File: config.mk
export PLATFORM = sky130hd
export DESIGN_NAME = csla_pipe
export DESIGN_NICKNAME = d
export VERILOG_FILES = /design/src/rtl/csla_pipe.sv
export SDC_FILE = /design/constraint.sdc
export NUM_CORES = 1
export LEC_CHECK = 0
export BUFFER_PORTS_ARGS = -buffer_cell sky130_fd_sc_hd__buf_2
export CORE_ASPECT_RATIO = 1.4
export CORE_MARGIN = 5
export CORE_UTILIZATION = 45
export CTS_CLUSTER_DIAMETER = 120
export CTS_CLUSTER_SIZE = 10
export DETAILED_ROUTE_END_ITERATION = 10
export GPL_ROUTABILITY_DRIVEN = 0
export PLACE_DENSITY = 0.63
export REMOVE_ABC_BUFFERS = 1
export SLEW_MARGIN = 15
export SYNTH_ARGS = -nofsm -noshare
export SYNTH_HDL_FRONTEND = slang
export SYNTH_SLANG_ARGS = --single-unit
File: constraint.sdc
create_clock -name clk -period 12.7 [get_ports clk]
set_clock_uncertainty 0.05 [all_clocks]
set_input_delay 2.54 -clock clk [delete_from_list [all_inputs] [get_ports clk]]
set_output_delay 2.54 -clock clk [all_outputs]
set_load 0.01 [all_outputs]
File: src/rtl/csla_pipe.sv
// csla_pipe: pipelined carry-select adder/subtractor with valid/ready on both sides.
//
// Ports:
//   clk, rst            rising-edge clock, asynchronous active-high reset
//   in_valid/in_ready   operand beat handshake (in_ready is a combinational chain)
//   a, b, cin, sub      operands; sub=1 computes a + ~b + 1 and ignores cin
//   out_valid/out_ready result handshake; result holds while stalled
//   sum, cout           WIDTH-bit result and carry out (in sub mode 1 = no borrow)
//   zero, ovf           result flags, only when CSLA_FLAGS_EN is defined; else tied 0
//
// Build option: define CSLA_FLAGS_EN to register zero/ovf alongside the final stage.
//
// Stage k handles SEG = BLOCK*BLOCKS_PER_STAGE bits. Its lowest slice ripples the
// registered carry directly; the remaining slices compute both carry variants
// (RCA with cin=0, then a binary-to-excess-1 converter) and select by the carry.
module csla_pipe #(
    parameter int unsigned WIDTH            = 64,
    parameter int unsigned BLOCK            = 4,
    parameter int unsigned BLOCKS_PER_STAGE = 4
) (
    input  logic             clk,
    input  logic             rst,
    input  logic             in_valid,
    output logic             in_ready,
    input  logic [WIDTH-1:0] a,
    input  logic [WIDTH-1:0] b,
    input  logic             cin,
    input  logic             sub,
    output logic             out_valid,
    input  logic             out_ready,
    output logic [WIDTH-1:0] sum,
    output logic             cout,
    output logic             zero,
    output logic             ovf
);

    localparam int unsigned SEG    = BLOCK * BLOCKS_PER_STAGE;
    localparam int unsigned STAGES = WIDTH / SEG;

    // Ripple-carry slice: returns {carry, sum}.
    function automatic logic [BLOCK:0] rca(input logic [BLOCK-1:0] x,
                                           input logic [BLOCK-1:0] y,
                                           input logic             ci);
        logic             c;
        logic [BLOCK-1:0] s;
        c = ci;
        s = '0;
        for (int i = 0; i < BLOCK; i++) begin
            s[i] = x[i] ^ y[i] ^ c;
            c    = (x[i] & y[i]) | (c & (x[i] ^ y[i]));
        end
        return {c, s};
    endfunction

    // Binary-to-excess-1: turns the cin=0 result into the cin=1 result.
    function automatic logic [BLOCK:0] bec(input logic [BLOCK:0] r);
        logic           t;
        logic [BLOCK:0] o;
        t = 1'b1;
        o = '0;
        for (int i = 0; i < BLOCK; i++) begin
            o[i] = r[i] ^ t;
            t    = t & r[i];
        end
        o[BLOCK] = r[BLOCK] | t;
        return o;
    endfunction

    logic [STAGES-1:0] v_q;
    logic [STAGES-1:0] v_src;
    logic [STAGES:0]   ready;

    // A stage may load when it is empty or its contents move on this cycle.
    always_comb begin
        ready         = '0;
        ready[STAGES] = out_ready;
        for (int k = STAGES - 1; k >= 0; k--) begin
            ready[k] = ~v_q[k] | ready[k+1];
        end
    end

    always_comb begin
        v_src    = '0;
        v_src[0] = in_valid;
        for (int k = 1; k < STAGES; k++) begin
            v_src[k] = v_q[k-1];
        end
    end

    always_ff @(posedge clk or posedge rst) begin
        if (rst) begin
            v_q <= '0;
        end else begin
            for (int k = 0; k < STAGES; k++) begin
                if (ready[k]) v_q[k] <= v_src[k];
            end
        end
    end

    assign in_ready  = ready[0];
    assign out_valid = v_q[STAGES-1];

    for (genvar k = 0; k < STAGES; k++) begin : g_st
        localparam int unsigned LO = k * SEG;
        localparam int unsigned HI = LO + SEG;

        // Operand bits [WIDTH-1:LO]; the low SEG bits belong to this stage.
        logic [WIDTH-LO-1:0] op_a;
        logic [WIDTH-LO-1:0] op_b;
        logic                c_in;
        logic [SEG-1:0]      seg_s;
        logic                seg_c;
        logic [HI-1:0]       sum_d;
        logic [HI-1:0]       sum_q;
        logic                c_q;
        logic                load;

        if (k == 0) begin : g_in
            assign op_a  = a;
            assign op_b  = sub ? ~b : b;
            assign c_in  = sub | cin;
            assign sum_d = seg_s;
        end else begin : g_in
            assign op_a  = g_st[k-1].g_ops.a_q;
            assign op_b  = g_st[k-1].g_ops.b_q;
            assign c_in  = g_st[k-1].c_q;
            assign sum_d = {seg_s, g_st[k-1].sum_q};
        end

        always_comb begin
            logic           carry;
            logic [BLOCK:0] r0;
            logic [BLOCK:0] r1;
            carry = c_in;
            seg_s = '0;
            r0    = '0;
            r1    = '0;
            for (int j = 0; j < BLOCKS_PER_STAGE; j++) begin
                if (j == 0) begin
                    r0 = rca(op_a[j*BLOCK +: BLOCK], op_b[j*BLOCK +: BLOCK], carry);
                    {carry, seg_s[j*BLOCK +: BLOCK]} = r0;
                end else begin
                    r0 = rca(op_a[j*BLOCK +: BLOCK], op_b[j*BLOCK +: BLOCK], 1'b0);
                    r1 = bec(r0);
                    {carry, seg_s[j*BLOCK +: BLOCK]} = carry ? r1 : r0;
                end
            end
            seg_c = carry;
        end

        // Data only moves with a valid beat, so an emitted result stays put until replaced.
        assign load = ready[k] & v_src[k];

        always_ff @(posedge clk or posedge rst) begin
            if (rst) begin
                sum_q <= '0;
                c_q   <= 1'b0;
            end else if (load) begin
                sum_q <= sum_d;
                c_q   <= seg_c;
            end
        end

        if (HI < WIDTH) begin : g_ops
            logic [WIDTH-HI-1:0] a_q;
            logic [WIDTH-HI-1:0] b_q;

            always_ff @(posedge clk or posedge rst) begin
                if (rst) begin
                    a_q <= '0;
                    b_q <= '0;
                end else if (load) begin
                    a_q <= op_a[WIDTH-LO-1:SEG];
                    b_q <= op_b[WIDTH-LO-1:SEG];
                end
            end
        end
    end

    assign sum  = g_st[STAGES-1].sum_q;
    assign cout = g_st[STAGES-1].c_q;

`ifdef CSLA_FLAGS_EN
    localparam int unsigned LAST = STAGES - 1;

    logic zero_q;
    logic ovf_q;

    // Final-stage operand slice holds the operand MSBs (b already inverted for sub).
    always_ff @(posedge clk or posedge rst) begin
        if (rst) begin
            zero_q <= 1'b0;
            ovf_q  <= 1'b0;
        end else if (ready[LAST] & v_src[LAST]) begin
            zero_q <= (g_st[LAST].sum_d == '0);
            ovf_q  <= (g_st[LAST].op_a[SEG-1] == g_st[LAST].op_b[SEG-1]) &
                      (g_st[LAST].seg_s[SEG-1] != g_st[LAST].op_a[SEG-1]);
        end
    end

    assign zero = zero_q;
    assign ovf  = ovf_q;
`else
    assign zero = 1'b0;
    assign ovf  = 1'b0;
`endif

endmodule

==> results of run 1 <==
==> metal layers <==
| metal | track usage | part of all wire | vias to the layer above |
|---|---|---|---|
| li1 | - | - | 5455 |
| met1 | 0.2325 | 0.43 | 5338 |
| met3 | 0.02867 | 0.042 | 62 |
| met4 | 0.05597 | 0.030 | 0 |
| met5 | 0 | 0 | - |
| met2 | 0.2997 | 0.50 | 199 |
==> cells by family after synthesis <==
logic type,count (synthesis),synth area share
AOI/OAI and AO/OA,162,0.05354
adders and majority gates,100,0.09979
and+or+nand+nor,693,0.1633
xor gates and xnor gates,73,0.03887
buffers and inverters,185,0.04974
muxes,71,0.04693
other,1,0.0002280
DFF,360,0.5476
==> worst max path at each step <==
| stage | from | endpoint | slack, ps | depth (start not counted) |
|---|---|---|---|---|
| finish | out_ready | in_ready | 6780 | 4 |
| CTS | out_ready | in_ready | 6770 | 4 |
| floorplan | rst | cout$_DFFE_PP0P_ | 120 | 1 |
| global route | out_ready | in_ready | 6730 | 4 |
| detailed placement | sub | g_st[0].sum_q[10]$_DFFE_PP0P_ | 6680 | 13 |
| global placement | sub | g_st[0].sum_q[11]$_DFFE_PP0P_ | 6790 | 13 |
==> flip-flops by register name, indices dropped and copies added (netlist names) <==
name and flops:
g_st.g_ops.b_q 96, g_st.g_ops.a_q 96, g_st.c_q 3, v_q 4, g_st.sum_q 96, sum 64, cout 1
==> cell type report <==
class                   count  area, µm²  area share
clock inverters             2      17.52   0.0009325
repair buffers            209       1104     0.05875
flip-flops and latches    360       9009      0.4796
clock buffers              41       1026     0.05462
well taps                 467      584.3     0.03110
multi-input cells        1101       6663      0.3547
inverters                 100      382.9     0.02038
==> synth_stat cells (all sizes together), types with 11 or more instances <==
cell type / n
fa: 52
o21ai: 128
ha: 48
clkbuf: 29
dfrtp: 360
a21oi: 11
inv: 100
xnor2: 49
nor2: 20
xor2: 24
mux2: 49
nand2: 649
mux2i: 22
buf: 56
==> worst max-delay path: cells and delay by family <==
| family | cells | cell delay (ps) |
|---|---|---|
| buf+inv | 2 | 250 |
| simple gates | 2 | 540 |
==> stage by stage <==
step                      hold slack [ps]  utilization
after floorplan                     383.1            -
after global placement              393.6       0.4860
after detailed placement            398.6       0.4860
after CTS                           413.8       0.5146
after global routing                423.4       0.5154
final                               409.0       0.5154
==> power groups by stage <==
stage | Combinational, mW | Sequential [mW] | Clock (mW)
final | 1.06 | 1.71 | 0.990
after global placement | 1.03 | 1.73 | 0
after CTS | 1.08 | 1.72 | 1.02
after detailed placement | 1.07 | 1.74 | 0
after floorplan | 0.696 | 1.73 | 0
after global routing | 1.25 | 1.76 | 1.07
==> insert_results.sql, run 1 <==
INSERT INTO impl_metrics (metric_group, metric, value, unit) VALUES
('run', 'cap_viol_max_count', '0', ''),
('clocking', 'clock-root-buffer', 'sky130_fd_sc_hd__clkbuf_16', ''),
('worst_hold_path', 'hold_path.class', 'reg2reg', ''),
('sta', 'max_clock_freq', '168.9', 'MHz'),
('drt', 'route.final.wire_length', '34700', 'µm'),
('pwr', 'total_power', '3.764', 'mW'),
('pwr', 'power.static_leakage', '9.707', 'nW'),
('drt', 'route.vias.total', '11054', ''),
('sta', 'finalWorstSetupSlack', '6778', 'ps'),
('worst_setup_path', 'critPathCaptureType', 'output pin', ''),
('worst_setup_path', 'crit_slowest_cell', 'sky130_fd_sc_hd__or2_2', ''),
('worst_hold_path', 'timing.hold.worst_path_depth', '2', ''),
('cells_and_area', 'synthToLayoutAreaGrowth', '14.19', '%'),
('pwr', 'powerDensity', '200.4', 'nW/µm²'),
('worst_setup_path', 'timing.critical_path.arrival', '3330', 'ps'),
('worst_setup_path', 'cp_max_fo', '5', ''),
('worst_setup_path', 'reg2regPathDepth', '9', ''),
('drt', 'first_pass_detailed_route_iteration_total', '5', ''),
('global_route', 'grt_start_max_net_pins', '178', ''),
('pwr', 'swShare', '0.3310', ''),
('global_route', 'grt_first_pass_wirelength', '58280', 'µm'),
('floorplanning', 'initial_cell_density_of_the_core', '0.4513', ''),
('global_route', 'global_route.overflow_total', '0', ''),
('sta', 'finalSetupViolCount', '0', ''),
('logic_synthesis', 'synth-main-ff-cell', 'sky130_fd_sc_hd__dfrtp_1', ''),
('placed_design', 'post_dp_cell_area', '17710', 'µm²'),
('clocking', 'count_of_buffers_added_by_post_cts_timing_repair_for_setup', '0', ''),
('clocking', 'cts-resized-gates', '0', ''),
('worst_setup_path', 'crit-reg2reg-launch', 'g_st[2].c_q$_DFFE_PP0P_', ''),
('cells_and_area', 'final_cell_mix', 'sky130_fd_sc_hd__nand2_1, sky130_fd_sc_hd__dfrtp_1, sky130_fd_sc_hd__buf_2', ''),
('clocking', 'clock_latency', '530', 'ps'),
('clocking', 'worst_setup_hold_path_clk_slew', '50', 'ps'),
('logic_synthesis', 'yosys.area.top_type', 'sky130_fd_sc_hd__dfrtp_1', ''),
('worst_hold_path', 'worstHoldStart', 'g_st[0].g_ops.a_q[38]$_DFFE_PP0P_', ''),
('placed_design', 'place_worst_setup_slack', '6679', 'ps'),
('global_route', 'gr-usage-all-layers', '0.1770', ''),
('sta', 'rsz0062_at_grt', 'no', ''),
('worst_setup_path', 'reg2reg_setup_slack', '9490', 'ps'),
('worst_setup_path', 'endpoint_of_the_worst_slack_reg_to_reg_timing_path', 'sum[60]$_DFFE_PP0P_', ''),
('sta', 'final_min_period_over_clock_period', '0.4663', ''),
('placed_design', 'place_inst', '2236', ''),
('cells_and_area', 'layout-drive-gt1-share', '0.1682', ''),
('floorplanning', 'die_y', '236.2', 'µm'),
('placed_design', 'port_buffers', '200', ''),
('drt', 'postRouteAntennaNets', '0', ''),
('clocking', 'cts_max_path_buffers', '3', ''),
('pwr', 'power_report.internal_total', '2.518', 'mW'),
('sta', 'fin_tns_setup', '0', 'ps'),
('sta', 'worst_slew_pin_slew', '973.1', 'ps'),
('drt', 'number_of_vias_per_cell_after_detailed_routing', '4.848', ''),
('run_status', 'run_status', 'completed', ''),
('pwr', 'netSwitchingPower', '1.246', 'mW'),
('cells_and_area', 'layoutNonFillerInstCount', '2280', ''),
('worst_setup_path', 'critPathKind', 'in2out', ''),
('logic_synthesis', 'synth_seq_cells', '360', ''),
('sta', 'final_count_of_pins_violating_max_slew', '0', ''),
('cells_and_area', 'n_antenna_cell', '0', ''),
('worst_setup_path', 'timing.critical_path.cells', 'buf_2 -> nand4b_4 -> or2_2 -> buf_2', ''),
('logic_synthesis', 'synthesis.yosys.warnings', '0', ''),
('sta', 'period_minus_slack', '5922', 'ps'),
('cells_and_area', 'final_net_count', '2047', ''),
('logic_synthesis', 'number_of_enable_flip_flop_cells_after_synthesis', '0', ''),
('pwr', 'pwr-share-seq', '0.456', ''),
('global_route', 'antenna_violations_before_repair', '0', ''),
('floorplanning', 'number_of_placement_rows', '83', ''),
('placed_design', 'place.detailed.hpwl', '21950', 'µm'),
('floorplanning', 'die_area', '40540', 'µm²'),
('logic_synthesis', 'synth_cell_type_count', '37', ''),
('pwr', 'vdd_ir_drop_max', '131.6', 'µV'),
('floorplanning', 'coreArea', '36450', 'µm²'),
('cells_and_area', 'layout_commonest_cell', 'sky130_fd_sc_hd__nand2_1', '');
Power figures use the tool's default switching activity.
==> run 2: changes to the inputs <==
Settings changed: PLACE_DENSITY 0.63 to 0.6.
Clock period 12.7 ns to 5.97 ns, I/O delays scaled along.
==> insert_results.sql, run 2 (synthesized netlist as in run 1, its figures left out) <==
INSERT INTO impl_metrics (metric_group, metric, value, unit) VALUES
('run_status', 'run_status', 'completed', ''),
('floorplanning', 'initial_cell_density_of_the_core', '0.4513', ''),
('worst_hold_path', 'hold_path.class', 'reg2reg', ''),
('run', 'cap_viol_max_count', '0', ''),
('pwr', 'vdd_ir_drop_max', '336.1', 'µV'),
('drt', 'first_pass_detailed_route_iteration_total', '5', ''),
('sta', 'final_min_period_over_clock_period', '0.6745', ''),
('cells_and_area', 'multi_input_comb_area', '6663', 'µm²'),
('global_route', 'grt_first_pass_wirelength', '58710', 'µm'),
('worst_setup_path', 'crit_slowest_cell', 'sky130_fd_sc_hd__fa_1', ''),
('sta', 'rsz0062_at_grt', 'no', ''),
('floorplanning', 'number_of_placement_rows', '83', ''),
('worst_setup_path', 'critPathMaxStageDelay', '430', 'ps'),
('clocking', 'cts_tree', 'yes', ''),
('clocking', 'cts-resized-gates', '0', ''),
('worst_setup_path', 'endpoint_of_the_worst_slack_reg_to_reg_timing_path', 'sum[60]$_DFFE_PP0P_', ''),
('worst_setup_path', 'timing.critical_path.arrival', '4340', 'ps'),
('worst_setup_path', 'reg2reg_setup_slack', '2760', 'ps'),
('worst_setup_path', 'critPathCaptureType', 'flip-flop', ''),
('cells_and_area', 'layout-drive-gt1-share', '0.1691', ''),
('pwr', 'power.static_leakage', '9.724', 'nW'),
('floorplanning', 'die_width', '171.6', 'µm'),
('global_route', 'antenna_violations_before_repair', '0', ''),
('drt', 'drt_iter0_drc', '681', ''),
('floorplanning', 'die_area', '40540', 'µm²'),
('floorplanning', 'io_pins', '203', ''),
('cells_and_area', 'final_cell_mix', 'sky130_fd_sc_hd__nand2_1, sky130_fd_sc_hd__dfrtp_1, sky130_fd_sc_hd__buf_2', ''),
('worst_setup_path', 'crit-reg2reg-launch', 'g_st[2].c_q$_DFFE_PP0P_', ''),
('worst_setup_path', 'cp_max_fo', '27', ''),
('clocking', 'clock_sink_count', '360', ''),
('worst_hold_path', 'worstHoldStart', 'g_st[0].g_ops.a_q[35]$_DFFE_PP0P_', ''),
('worst_hold_path', 'min_delay_worst_endpoint', 'g_st[1].g_ops.a_q[19]$_DFFE_PP0P_', ''),
('global_route', 'gr-usage-all-layers', '0.1776', ''),
('sta', 'final_count_of_pins_violating_max_slew', '0', ''),
('cells_and_area', 'final_net_count', '2048', ''),
('sta', 'final-hold-violation-count', '0', ''),
('placed_design', 'port_buffers', '200', ''),
('cells_and_area', 'layout_commonest_cell', 'sky130_fd_sc_hd__nand2_1', ''),
('global_route', 'vias_in_the_first_global_route', '11742', ''),
('clocking', 'ctsHoldBuffers', '0', ''),
('sta', 'worst_slew_pin_slew', '1016', 'ps'),
('drt', 'route.detailed.wl_per_inst', '15.17', 'µm'),
('clocking', 'htree_num_levels', '2', ''),
('worst_setup_path', 'reg2regPathDepth', '9', ''),
('drt', 'route.vias.total', '11055', ''),
('sta', 'finalWorstSetupSlack', '1943', 'ps'),
('clocking', 'count_of_buffers_added_by_post_cts_timing_repair_for_setup', '0', ''),
('sta', 'finalSetupViolCount', '0', ''),
('clocking', 'clock-root-buffer', 'sky130_fd_sc_hd__clkbuf_16', ''),
('clocking', 'clock_latency', '530', 'ps'),
('cells_and_area', 'utilization', '0.5162', ''),
('worst_setup_path', 'critPathKind', 'in2reg', ''),
('pwr', 'powerDensity', '427.8', 'nW/µm²'),
('sta', 'max_slew_margin', '0.3228', ''),
('cells_and_area', 'layout_top_registers', 'g_st.g_ops.a_q x96, g_st.g_ops.b_q x96, g_st.sum_q x96', ''),
('placed_design', 'place.detailed.hpwl', '22190', 'µm'),
('drt', 'postRouteAntennaNets', '0', ''),
('sta', 'period_minus_slack', '4027', 'ps'),
('floorplanning', 'coreArea', '36450', 'µm²'),
('cells_and_area', 'n_antenna_cell', '0', ''),
('global_route', 'grt_start_max_net_pins', '135', ''),
('floorplanning', 'die_y', '236.2', 'µm'),
('worst_hold_path', 'timing.hold.worst_path_depth', '2', ''),
('placed_design', 'place_worst_setup_slack', '1344', 'ps'),
('clocking', 'worst_setup_hold_path_clk_slew', '50', 'ps'),
('worst_setup_path', 'timing.critical_path.cells', 'buf_4 -> xor2_1 -> ha_1 -> fa_1 -> fa_1 -> inv_1 -> fa_1 -> inv_1 -> ha_1 -> inv_1 -> o21ai_1 -> mux2i_1 -> o21ai_0', ''),
('drt', 'drt_drc_violations_left', '0', ''),
('worst_setup_path', 'worst_ep_required_time', '6290', 'ps'),
('clocking', 'number_of_buffers_added_by_the_clock_tree_synthesis_step', '41', ''),
('drt', 'number_of_vias_per_cell_after_detailed_routing', '4.844', ''),
('clocking', 'cts_max_path_buffers', '3', ''),
('cells_and_area', 'fillers', '3438', ''),
('worst_setup_path', 'worst_setup_sp_type', 'input port', ''),
('global_route', 'global_route.overflow_total', '0', ''),
('cells_and_area', 'synthToLayoutAreaGrowth', '14.37', '%'),
('cells_and_area', 'layout.area.seq', '9009', 'µm²'),
('pwr', 'total_power', '8.050', 'mW'),
('sta', 'max_clock_freq', '248.3', 'MHz'),
('drt', 'route.final.wire_length', '34630', 'µm');
-- run 2: critical path, delay by kind of cell --
kind	cells	cell delay (ps)
AOI/OAI and AO/OA	2	520
muxes	1	230
adders and majority gates	5	1630
buffers and inverters	4	570
xor gates and xnor gates	1	140
-- run 2: through the flow --
stage | instance area [µm²] | std cells | hold WS [ps] | TNS [ps]
final | 18810 | 2282 | 408.0 | 0
after global routing | 18810 | 2282 | 423.9 | 0
after CTS | 18810 | 2282 | 412.3 | 0
after detailed placement | 17730 | 2238 | 399.0 | 0
after global placement | 17730 | 2238 | 394.7 | 0
after floorplan | 16010 | 1561 | 383.1 | -1895160
-- run 2: layer usage --
metal | routed length, µm | vias up | global-route usage
met1 | 15180 | 5364 | 0.2318
li1 | - | 5456 | -
met5 | 0 | - | 0
met2 | 17190 | 184 | 0.3054
met3 | 1402 | 51 | 0.02934
met4 | 846 | 0 | 0.04924
-- run 2: worst max path at each step --
stage                     depth (start not counted)  start  slack, ps                       endpoint
after floorplan                                   1    rst      -5260               cout$_DFFE_PP0P_
after global placement                           13    sub       1430   g_st[0].sum_q[9]$_DFFE_PP0P_
after detailed placement                         13    sub       1340   g_st[0].sum_q[9]$_DFFE_PP0P_
after CTS                                        13    sub       1900  g_st[0].sum_q[10]$_DFFE_PP0P_
after global routing                             13    sub       1680   g_st[0].sum_q[9]$_DFFE_PP0P_
final                                            13    sub       1940   g_st[0].sum_q[9]$_DFFE_PP0P_
-- run 2: area by class of cell --
| type | count | share of cell area |
|---|---|---|
| timing repair buffer | 210 | 0.05799 |
| tap | 467 | 0.03106 |
| clock buffer | 43 | 0.05719 |
| clock inverter | 1 | 0.0004655 |
| sequential | 360 | 0.4788 |
| inverter | 100 | 0.02035 |
| multi-input combinational | 1101 | 0.3541 |
-- run 2: report_power, final --
group / switching, mW / internal, mW
combinational: 1.29 / 0.933
sequential: 0.446 / 3.21
clock: 0.907 / 1.26
total: 2.65 / 5.40
